### config.mk
export PLATFORM = sky130hd
export DESIGN_NAME = alu_share_arbiter
export DESIGN_NICKNAME = d
export VERILOG_FILES = /design/src/rtl/alu_share_arbiter.sv
export SDC_FILE = /design/constraint.sdc
export NUM_CORES = 1
export LEC_CHECK = 0
export CORE_AREA = 4 4 205 207
export DETAILED_ROUTE_END_ITERATION = 12
export DIE_AREA = 0 0 209 211
export PLACE_DENSITY = 0.58
export SYNTH_ARGS = -nofsm -noshare
export SYNTH_HDL_FRONTEND = slang
export SYNTH_SLANG_ARGS = --single-unit
export TNS_END_PERCENT = 100
### constraint.sdc
create_clock -name clk_i -period 3.5 [get_ports clk_i]
set_input_delay 0.35 -clock clk_i [delete_from_list [all_inputs] [get_ports clk_i]]
set_output_delay 0.35 -clock clk_i [all_outputs]
set_load 0.02 [all_outputs]
### src/rtl/alu_share_arbiter.sv
// -----------------------------------------------------------------------------
// alu_share_arbiter
//
// Purpose:
//    Lets two requesters share one purely combinational ALU, which is
//    instantiated outside this block. A round-robin arbiter picks one request,
//    registers its operands and control code onto the ALU inputs, captures
//    the ALU result one cycle later, and returns it over a valid/ready
//    response handshake. Only one operation is in flight at a time:
//    IDLE -> EXEC -> RESP -> IDLE.
//
// Optional feature (macro ALU_CTRL_CHECK_EN):
//    When defined, an unsupported control code is still accepted. The ALU is
//    forced to PassB with BusB=0, and the response reports rsp_err_o=1.
//    When undefined, the control code goes to the ALU unchanged and
//    rsp_err_o stays 0.
//
// Ports:
//    clk_i          clock; all state updates on posedge
//    resetl_i       synchronous reset, active low
//    req_valid_i    [1:0] per-requester operation request
//    req_ready_o    [1:0] per-requester accept (combinational, IDLE only)
//    req_a_i        [2*WIDTH-1:0] operand A, requester i at [i*WIDTH +: WIDTH]
//    req_b_i        [2*WIDTH-1:0] operand B, same packing
//    req_ctrl_i     [2*CTRL_W-1:0] ALU control code, same packing
//    rsp_valid_o    [1:0] result valid for the granted requester
//    rsp_ready_i    [1:0] requester i takes the result
//    rsp_result_o   [WIDTH-1:0] captured ALU result
//    rsp_zero_o     captured ALU Zero flag
//    rsp_err_o      illegal control code flag
//    alu_busa_o     [WIDTH-1:0] to ALU BusA (registered)
//    alu_busb_o     [WIDTH-1:0] to ALU BusB (registered)
//    alu_ctrl_o     [CTRL_W-1:0] to ALU ALUCtrl (registered)
//    alu_busw_i     [WIDTH-1:0] from ALU BusW
//    alu_zero_i     from ALU Zero
// -----------------------------------------------------------------------------
module alu_share_arbiter #(
   parameter int WIDTH  = 64,
   parameter int CTRL_W = 4
) (
   input  logic                  clk_i,
   input  logic                  resetl_i,
   input  logic [1:0]            req_valid_i,
   output logic [1:0]            req_ready_o,
   input  logic [2*WIDTH-1:0]    req_a_i,
   input  logic [2*WIDTH-1:0]    req_b_i,
   input  logic [2*CTRL_W-1:0]   req_ctrl_i,
   output logic [1:0]            rsp_valid_o,
   input  logic [1:0]            rsp_ready_i,
   output logic [WIDTH-1:0]      rsp_result_o,
   output logic                  rsp_zero_o,
   output logic                  rsp_err_o,
   output logic [WIDTH-1:0]      alu_busa_o,
   output logic [WIDTH-1:0]      alu_busb_o,
   output logic [CTRL_W-1:0]     alu_ctrl_o,
   input  logic [WIDTH-1:0]      alu_busw_i,
   input  logic                  alu_zero_i
);

   localparam logic [CTRL_W-1:0] CTRL_PASSB = CTRL_W'(7);

   typedef enum logic [1:0] {
      S_IDLE = 2'b00,
      S_EXEC = 2'b01,
      S_RESP = 2'b10
   } state_t;

`ifdef ALU_CTRL_CHECK_EN
   // Codes the ALU implements: AND, OR, ADD, SUB, PassB.
   function automatic logic ctrl_legal(input logic [CTRL_W-1:0] c);
      logic ok;
      case (c)
         CTRL_W'(0): ok = 1'b1;
         CTRL_W'(1): ok = 1'b1;
         CTRL_W'(2): ok = 1'b1;
         CTRL_W'(6): ok = 1'b1;
         CTRL_W'(7): ok = 1'b1;
         default:    ok = 1'b0;
      endcase
      return ok;
   endfunction
`endif

   state_t              state_q;
   state_t              state_d;
   logic                last_grant_q;
   logic                grant_q;
   logic [WIDTH-1:0]    alu_busa_q;
   logic [WIDTH-1:0]    alu_busb_q;
   logic [CTRL_W-1:0]   alu_ctrl_q;
   logic [WIDTH-1:0]    rsp_result_q;
   logic                rsp_zero_q;
   logic                rsp_err_q;
   logic                err_pend_q;
   logic [1:0]          rsp_valid_q;

   logic                any_valid_s;
   logic                winner_s;
   logic                xfer_s;
   logic [WIDTH-1:0]    sel_a_s;
   logic [WIDTH-1:0]    sel_b_s;
   logic [CTRL_W-1:0]   sel_ctrl_s;
   logic [WIDTH-1:0]    eff_b_s;
   logic [CTRL_W-1:0]   eff_ctrl_s;
   logic                illegal_s;

   assign any_valid_s = |req_valid_i;

   // Round-robin winner: a lone requester wins; on contention the one not served last wins.
   always_comb begin
      winner_s = 1'b0;
      case (req_valid_i)
         2'b01:   winner_s = 1'b0;
         2'b10:   winner_s = 1'b1;
         2'b11:   winner_s = ~last_grant_q;
         default: winner_s = 1'b0;
      endcase
   end

   // Accept only in IDLE and never while reset is asserted, so ready reads 0 during reset.
   always_comb begin
      req_ready_o = 2'b00;
      xfer_s      = 1'b0;
      if ((state_q == S_IDLE) && any_valid_s && resetl_i) begin
         xfer_s      = 1'b1;
         req_ready_o = winner_s ? 2'b10 : 2'b01;
      end else begin
         xfer_s      = 1'b0;
         req_ready_o = 2'b00;
      end
   end

   // Operand mux for the winning requester.
   always_comb begin
      sel_a_s    = '0;
      sel_b_s    = '0;
      sel_ctrl_s = '0;
      if (winner_s) begin
         sel_a_s    = req_a_i[WIDTH +: WIDTH];
         sel_b_s    = req_b_i[WIDTH +: WIDTH];
         sel_ctrl_s = req_ctrl_i[CTRL_W +: CTRL_W];
      end else begin
         sel_a_s    = req_a_i[0 +: WIDTH];
         sel_b_s    = req_b_i[0 +: WIDTH];
         sel_ctrl_s = req_ctrl_i[0 +: CTRL_W];
      end
   end

   // Illegal codes become PassB of zero, so the ALU returns BusW=0 and Zero=1.
   always_comb begin
      illegal_s  = 1'b0;
      eff_b_s    = sel_b_s;
      eff_ctrl_s = sel_ctrl_s;
`ifdef ALU_CTRL_CHECK_EN
      illegal_s = ~ctrl_legal(sel_ctrl_s);
      if (illegal_s) begin
         eff_b_s    = '0;
         eff_ctrl_s = CTRL_PASSB;
      end else begin
         eff_b_s    = sel_b_s;
         eff_ctrl_s = sel_ctrl_s;
      end
`endif
   end

   // FSM next state.
   always_comb begin
      state_d = state_q;
      case (state_q)
         S_IDLE: begin
            if (xfer_s) begin
               state_d = S_EXEC;
            end else begin
               state_d = S_IDLE;
            end
         end
         S_EXEC: state_d = S_RESP;
         S_RESP: begin
            if (rsp_ready_i[grant_q]) begin
               state_d = S_IDLE;
            end else begin
               state_d = S_RESP;
            end
         end
         default: state_d = S_IDLE;
      endcase
   end

   // FSM state and all registered datapath/outputs.
   always_ff @(posedge clk_i) begin
      if (!resetl_i) begin
         state_q      <= S_IDLE;
         last_grant_q <= 1'b1;
         grant_q      <= 1'b0;
         alu_busa_q   <= '0;
         alu_busb_q   <= '0;
         alu_ctrl_q   <= CTRL_PASSB;
         rsp_result_q <= '0;
         rsp_zero_q   <= 1'b0;
         rsp_err_q    <= 1'b0;
         err_pend_q   <= 1'b0;
         rsp_valid_q  <= 2'b00;
      end else begin
         state_q <= state_d;
         case (state_q)
            S_IDLE: begin
               if (xfer_s) begin
                  alu_busa_q   <= sel_a_s;
                  alu_busb_q   <= eff_b_s;
                  alu_ctrl_q   <= eff_ctrl_s;
                  err_pend_q   <= illegal_s;
                  grant_q      <= winner_s;
                  last_grant_q <= winner_s;
               end
            end
            S_EXEC: begin
               // ALU inputs have been stable for a full cycle; sample its outputs.
               rsp_result_q <= alu_busw_i;
               rsp_zero_q   <= alu_zero_i;
               rsp_err_q    <= err_pend_q;
               rsp_valid_q  <= grant_q ? 2'b10 : 2'b01;
            end
            S_RESP: begin
               if (rsp_ready_i[grant_q]) begin
                  rsp_valid_q <= 2'b00;
               end
            end
            default: rsp_valid_q <= 2'b00;
         endcase
      end
   end

   assign rsp_valid_o  = rsp_valid_q;
   assign rsp_result_o = rsp_result_q;
   assign rsp_zero_o   = rsp_zero_q;
   assign rsp_err_o    = rsp_err_q;
   assign alu_busa_o   = alu_busa_q;
   assign alu_busb_o   = alu_busb_q;
   assign alu_ctrl_o   = alu_ctrl_q;

endmodule

==> results.toml, run 1 <==
[floorplan]
core_region_area_um2 = 40370
die_area_um2 = 44100
ios = 537
initial_core_util_pct = 19.51
dieHeight_um = 211
die_x_um = 209
core.rowCount = 74

[synth]
ys.flop_type = "dfxtp_1"
synth_area_um2 = 7878
synth_seq_cells = 203
avgSynthCellArea_um2 = 9.323
synth_fp_nets = 1180
synth-async-reset-ratio_pct = 0
synth_cell_types = 31
synthTopCellsByArea = "dfxtp_1, a221o_1, and3_1"
yosysTopAreaCell = "dfxtp_1"
synth_cells = 845
synth_warnings = 0
seq_area_frac_synth_pct = 51.59
netlist.area_leader.share_pct = 51.59
synth-edff-count = 0

[setup_path]
rr_startpoint = "state_q[1]"
crit_family = "simple AND/OR/NAND/NOR gates"
max_stage_delay_ns = 0.62
worst_setup_path_start_kind = "flip-flop"
rr_worst_depth = 4
cp-startpoint = "state_q[1]"
path_buf_inv = 1
cp_cell_sequence = "nor3b_4, and3_4, clkdlybuf4s50_1"
ff2ff_setup_slack_ns = 1.42
cp-end-kind = "primary output"
arrival_ns = 2.30
cpMaxStageDelayCell = "clkdlybuf4s50_1"
critPathMaxFanout = 6
r2r-end = "alu_busa_o[44]"
required_ns = 3.15
critPathKind = "flip-flop to primary output"

[detailed_routing]
wl_per_cell_um = 19.62
via_per_inst = 4.677
drc = 0
drtIter0Drc = 496
drt_wl_total_um = 36830
final_antenna_net_count = 0
route.vias.total = 8779
drt-pass1-iter-count = 5

[timing]
fin_worst_skew_ns = 0.01580
slew_headroom_pct = 45.27
final_max_slew_viol_count = 0
setup_viol = 0
fin_crit_sh_pct = 75.61
clock.fmax_mhz = 377.9
holdWs_ns = 0.3677
rsz0062_at_grt = "no"
tns_ns = 0
worst_slew_pin_slew_ns = 0.8210
period_minus_slack_ns = 2.646
hold_viol_final = 0

[cts]
h-tree-depth = 1
clock_tree.root_cell = "clkbuf_16"
cts.sinks = 203
numCtsBuffers = 24
clk_pin_slew_worst_paths_ns = 0.06
cts_buffer_depth = 3
cts_tree = "yes"
cts_resized = 0
insertion_delay_ns = 0.53
cts_hold_buf = 0
cts_setup_buffers = 0

[placement]
dp_cells = 1833
place_hpwl_um = 26340
port_buffers = 535
gp_congestion = 0.8612

[min_path]
hold_path_depth = 3
holdCritPathClass = "primary input to flip-flop"
min_to = "rsp_result_o[5]"
worstHoldStart = "alu_busw_i[5]"

[grt]
grtUsageTotal_pct = 15.31
grt_pass1_vias = 8775
grt_pass1_wl_um = 54100
gr-total-overflow = 0
antenna_found_initial = 3
grt_max_degree = 125

[power]
p_leak_nw = 5.472
peakVddDrop_v = 0.0002578
power_density_nw_per_um2 = 469.4

[layout]
drive_above_1_share_pct = 4.542
multi_input_area_um2 = 3364
seqCellArea_um2 = 4064
syn2layout_area_growth_pct = 82.51
finalNonFillerCells = 1877
layout.nets = 1662
n_fill_cell = 4115

[run_status]
status = "completed"

[run]
max_cap_violations = 0
==> Yosys cell counts, types with 7 or more instances <==
master    instances
dfxtp_1         203
nand2_1         130
and3_1          103
a221o_1         101
a21oi_1          66
clkbuf_1         51
nand4_1          34
nand3_1          31
o21ai_0          31
a31oi_1          28
buf_2            21
buf_6            11
buf_1             7
==> through the flow <==
stage                     power [mW]  utilization, %  worst slack, ns  cell area [um^2]
after detailed placement       4.369           33.72           0.8746             13610
after global placement         4.364           33.72           0.8821             13610
after floorplan                3.410               -            1.858              7878
after global routing           7.054           35.62           0.7767             14380
final                          6.749           35.62           0.8538             14380
after CTS                      6.860           35.60           0.7692             14370
==> registers in the layout, indices dropped and copies added, names as in the netlist <==
name          count
grant_q           1
state_q           2
alu_busb_o       64
rsp_result_o     64
rsp_zero_o        1
last_grant_q      1
alu_ctrl_o        4
alu_busa_o       64
rsp_valid_o       2
==> final cells by class <==
class	count	share of cell area, %
clock inverters	2	0.06962
inverters	1	0.02611
multi-input cells	546	23.40
clock buffers	40	5.230
diodes	2	0.03481
flip-flops and latches	203	28.27
well taps	532	4.630
repair buffers	551	38.34
==> power breakdown <==
part | switching (mW) | internal [mW] | total, mW | leakage (nW)
registers | 0.128 | 2.53 | 2.65 | 1.67
clock network | 0.984 | 1.45 | 2.43 | 0.376
logic | 0.794 | 0.868 | 1.66 | 3.43
total | 1.91 | 4.84 | 6.75 | 5.47
==> per-layer routing <==
layer / wire length (um) / part of all wire [%] / up-vias / GRT usage [%]
met5: 13 / 0.035 / - / 0
met2: 17970 / 49 / 437 / 26.31
met4: 1270 / 3.4 / 2 / 5.626
li1: - / - / 4117 / -
met3: 3387 / 9.2 / 63 / 5.124
met1: 14200 / 39 / 4160 / 17.83
==> worst max-delay path by stage <==
| stage | endpoint | slack, ns | cells past startpoint |
|---|---|---|---|
| 2_1_floorplan | req_ready_o[1] | 1.86 | 5 |
| 3_3_place_gp | alu_busb_o[31] | 0.88 | 6 |
| 3_5_place_dp | alu_busb_o[33] | 0.87 | 6 |
| 4_1_cts | req_ready_o[0] | 0.77 | 3 |
| 5_1_grt | req_ready_o[0] | 0.78 | 3 |
| 6_report | req_ready_o[0] | 0.85 | 3 |
==> logic make-up after synthesis <==
group	Yosys count	synth area share (%)
AO/OA/AOI/OAI	233	21.95
buffers and inverters	96	6.194
flip-flops	203	51.59
multiplexers	1	0.1429
other	1	0.04760
AND/OR/NAND/NOR	311	20.08
==> placed cells by master, fill, tap and decap left out, drive strengths merged, types with 2 or more instances in the layout <==
master,count
nor3,2
nand4,34
diode,2
a21oi,66
and3,103
clkdlybuf4s50,535
buf,16
clkbuf,40
nand2b,3
and2,2
dfxtp,203
a221o,101
o21ai,33
a31oi,28
nand3,31
clkinv,2
nor2,2
nand2,130
==> worst reg2reg max path, delay by kind of cell (launching register included) <==
kind / cells / cell delay (ns)
compound gates: 1 / 0.13
buf+inv: 1 / 0.70
flops: 1 / 0.38
simple gates: 2 / 0.84
Note: power is estimated with default switching activity, not from simulation.
==> run 2: changes to the inputs <==
- PLACE_DENSITY: 0.58 -> 0.59
- clock period: 3.5 -> 2.3 ns (I/O delays scaled with it)
==> results.toml, run 2 (synthesis results as in run 1) <==
[run_status]
status = "completed"

[detailed_routing]
drt-pass1-iter-count = 5
final_antenna_net_count = 0
wl_per_cell_um = 19.41
drtIter0Drc = 461
drc = 0
route.vias.total = 8691
drt_wl_total_um = 36620
via_per_inst = 4.606

[timing]
clock.fmax_mhz = 485.8
hold_viol_final = 0
rsz0062_at_grt = "no"
worst_slew_pin_slew_ns = 0.5047
period_minus_slack_ns = 2.058
slew_headroom_pct = 66.35
setup_viol = 0
tns_ns = 0
fin_crit_sh_pct = 89.49
final_max_slew_viol_count = 0
fin_worst_skew_ns = 0.007537
setup_ws_ns = 0.2417

[cts]
cts_hold_buf = 0
cts_buffer_depth = 3
cts_tree = "yes"
cts.sinks = 203
insertion_delay_ns = 0.52
clock_tree.root_cell = "clkbuf_16"
clk_pin_slew_worst_paths_ns = 0.06
numCtsBuffers = 25
h-tree-depth = 1

[power]
switching_share_pct = 27.93
power.internal_mw = 7.569
p_leak_nw = 5.576
total_switching_power_mw = 2.933
peakVddDrop_v = 0.0004177
power_density_nw_per_um2 = 721.5
clkPwrFrac_pct = 37.1
p_total_mw = 10.50
power_frac_seq_pct = 38.4
pwr-share-comb_pct = 24.5

[setup_path]
cp-startpoint = "state_q[1]"
cp-end-kind = "primary output"
rr_startpoint = "state_q[1]"
critPathKind = "flip-flop to primary output"
r2r-end = "alu_busb_o[48]"
ff2ff_setup_slack_ns = 0.41
arrival_ns = 1.83
worst_setup_path_start_kind = "flip-flop"
critPathMaxFanout = 6
rr_worst_depth = 7
required_ns = 2.07

[floorplan]
initial_core_util_pct = 19.51
core_region_area_um2 = 40370
dieHeight_um = 211
die_x_um = 209
core.rowCount = 74
die_area_um2 = 44100
ios = 537

[placement]
dp_slack_ns = -0.01092
gp_congestion = 0.8291
dp_cells = 1842
place_hpwl_um = 26740
port_buffers = 535

[grt]
grtUsageTotal_pct = 15.27
antenna_found_initial = 6
grt_max_degree = 103
gr-total-overflow = 0
grt_pass1_vias = 8822
grt_pass1_wl_um = 53810

[min_path]
worstHoldStart = "alu_busw_i[17]"
hold_path_depth = 3
min_to = "rsp_result_o[17]"
holdCritPathClass = "primary input to flip-flop"

[layout]
n_fill_cell = 4143
mostFrequentLayoutCells = "clkdlybuf4s50_1, dfxtp_1, nand2_1, and3_1, a221o_1"
utilization_pct = 36.06
syn2layout_area_growth_pct = 84.77
layout.nets = 1674
finalNonFillerCells = 1887
layout_commonest_cell = "clkdlybuf4s50_1"
drive_above_1_share_pct = 5.469

[run]
max_cap_violations = 0
## run 2: worst max-delay path: stages, from the launching register on
cell,delay (ns)
dfxtp_1,0.39
nor3b_4,0.18
buf_4,0.16
and3_4,0.20
dlygate4sd2_1,0.37
## run 2: how the worst max path moves through the flow
| stage | slack, ns | depth (start not counted) | endpoint |
|---|---|---|---|
| after detailed placement | -0.01 | 4 | req_ready_o[0] |
| after global placement | -0.01 | 4 | req_ready_o[0] |
| after floorplan | 0.75 | 6 | alu_busa_o[0] |
| final | 0.24 | 4 | req_ready_o[0] |
| after global routing | 0.15 | 4 | req_ready_o[0] |
| after CTS | 0.18 | 4 | req_ready_o[0] |
## run 2: metal layers
metal	routed length [um]	vias up	track usage [%]
met5	13	-	0
met2	17700	431	26.34
li1	-	4138	-
met1	14240	4055	17.74
met3	3466	65	5.347
met4	1193	2	5.221
## run 2: cell type report
cell class	count	area [um^2]	share of cell area (%)
tap	532	665.6	4.573
multi-input combinational	546	3364	23.12
sequential	203	4064	27.92
antenna	2	5.005	0.03438
inverter	1	3.754	0.02579
clock inverter	6	83.83	0.5759
clock buffer	35	713.2	4.900
timing repair buffer	562	5655	38.85
## run 2: power by group through the flow
stage | Combinational (mW) | Sequential, mW | Clock [mW]
4_1_cts | 2.61 | 4.03 | 4.03
5_1_grt | 2.74 | 4.07 | 4.17
3_3_place_gp | 2.58 | 4.09 | 0
6_report | 2.58 | 4.03 | 3.89
3_5_place_dp | 2.59 | 4.09 | 0
2_1_floorplan | 0.734 | 4.45 | 0
## run 2: what timing repair did
| action | 4_1_cts | 5_1_grt |
|---|---|---|
| hold endpoints to repair | 0 | 0 |
| resized for setup | 2 | 0 |
| endpoints found under the setup margin | 2 | 0 |
| buffers inserted | 2 | 0 |
## run 2: through the flow
| stage | hold WS [ns] | instance area [um^2] |
|---|---|---|
| 3_3_place_gp | 0.4417 | 13740 |
| 2_1_floorplan | 0.3660 | 7878 |
| 6_report | 0.2534 | 14560 |
| 5_1_grt | 0.2274 | 14560 |
| 4_1_cts | 0.2164 | 14550 |
| 3_5_place_dp | 0.4473 | 13740 |
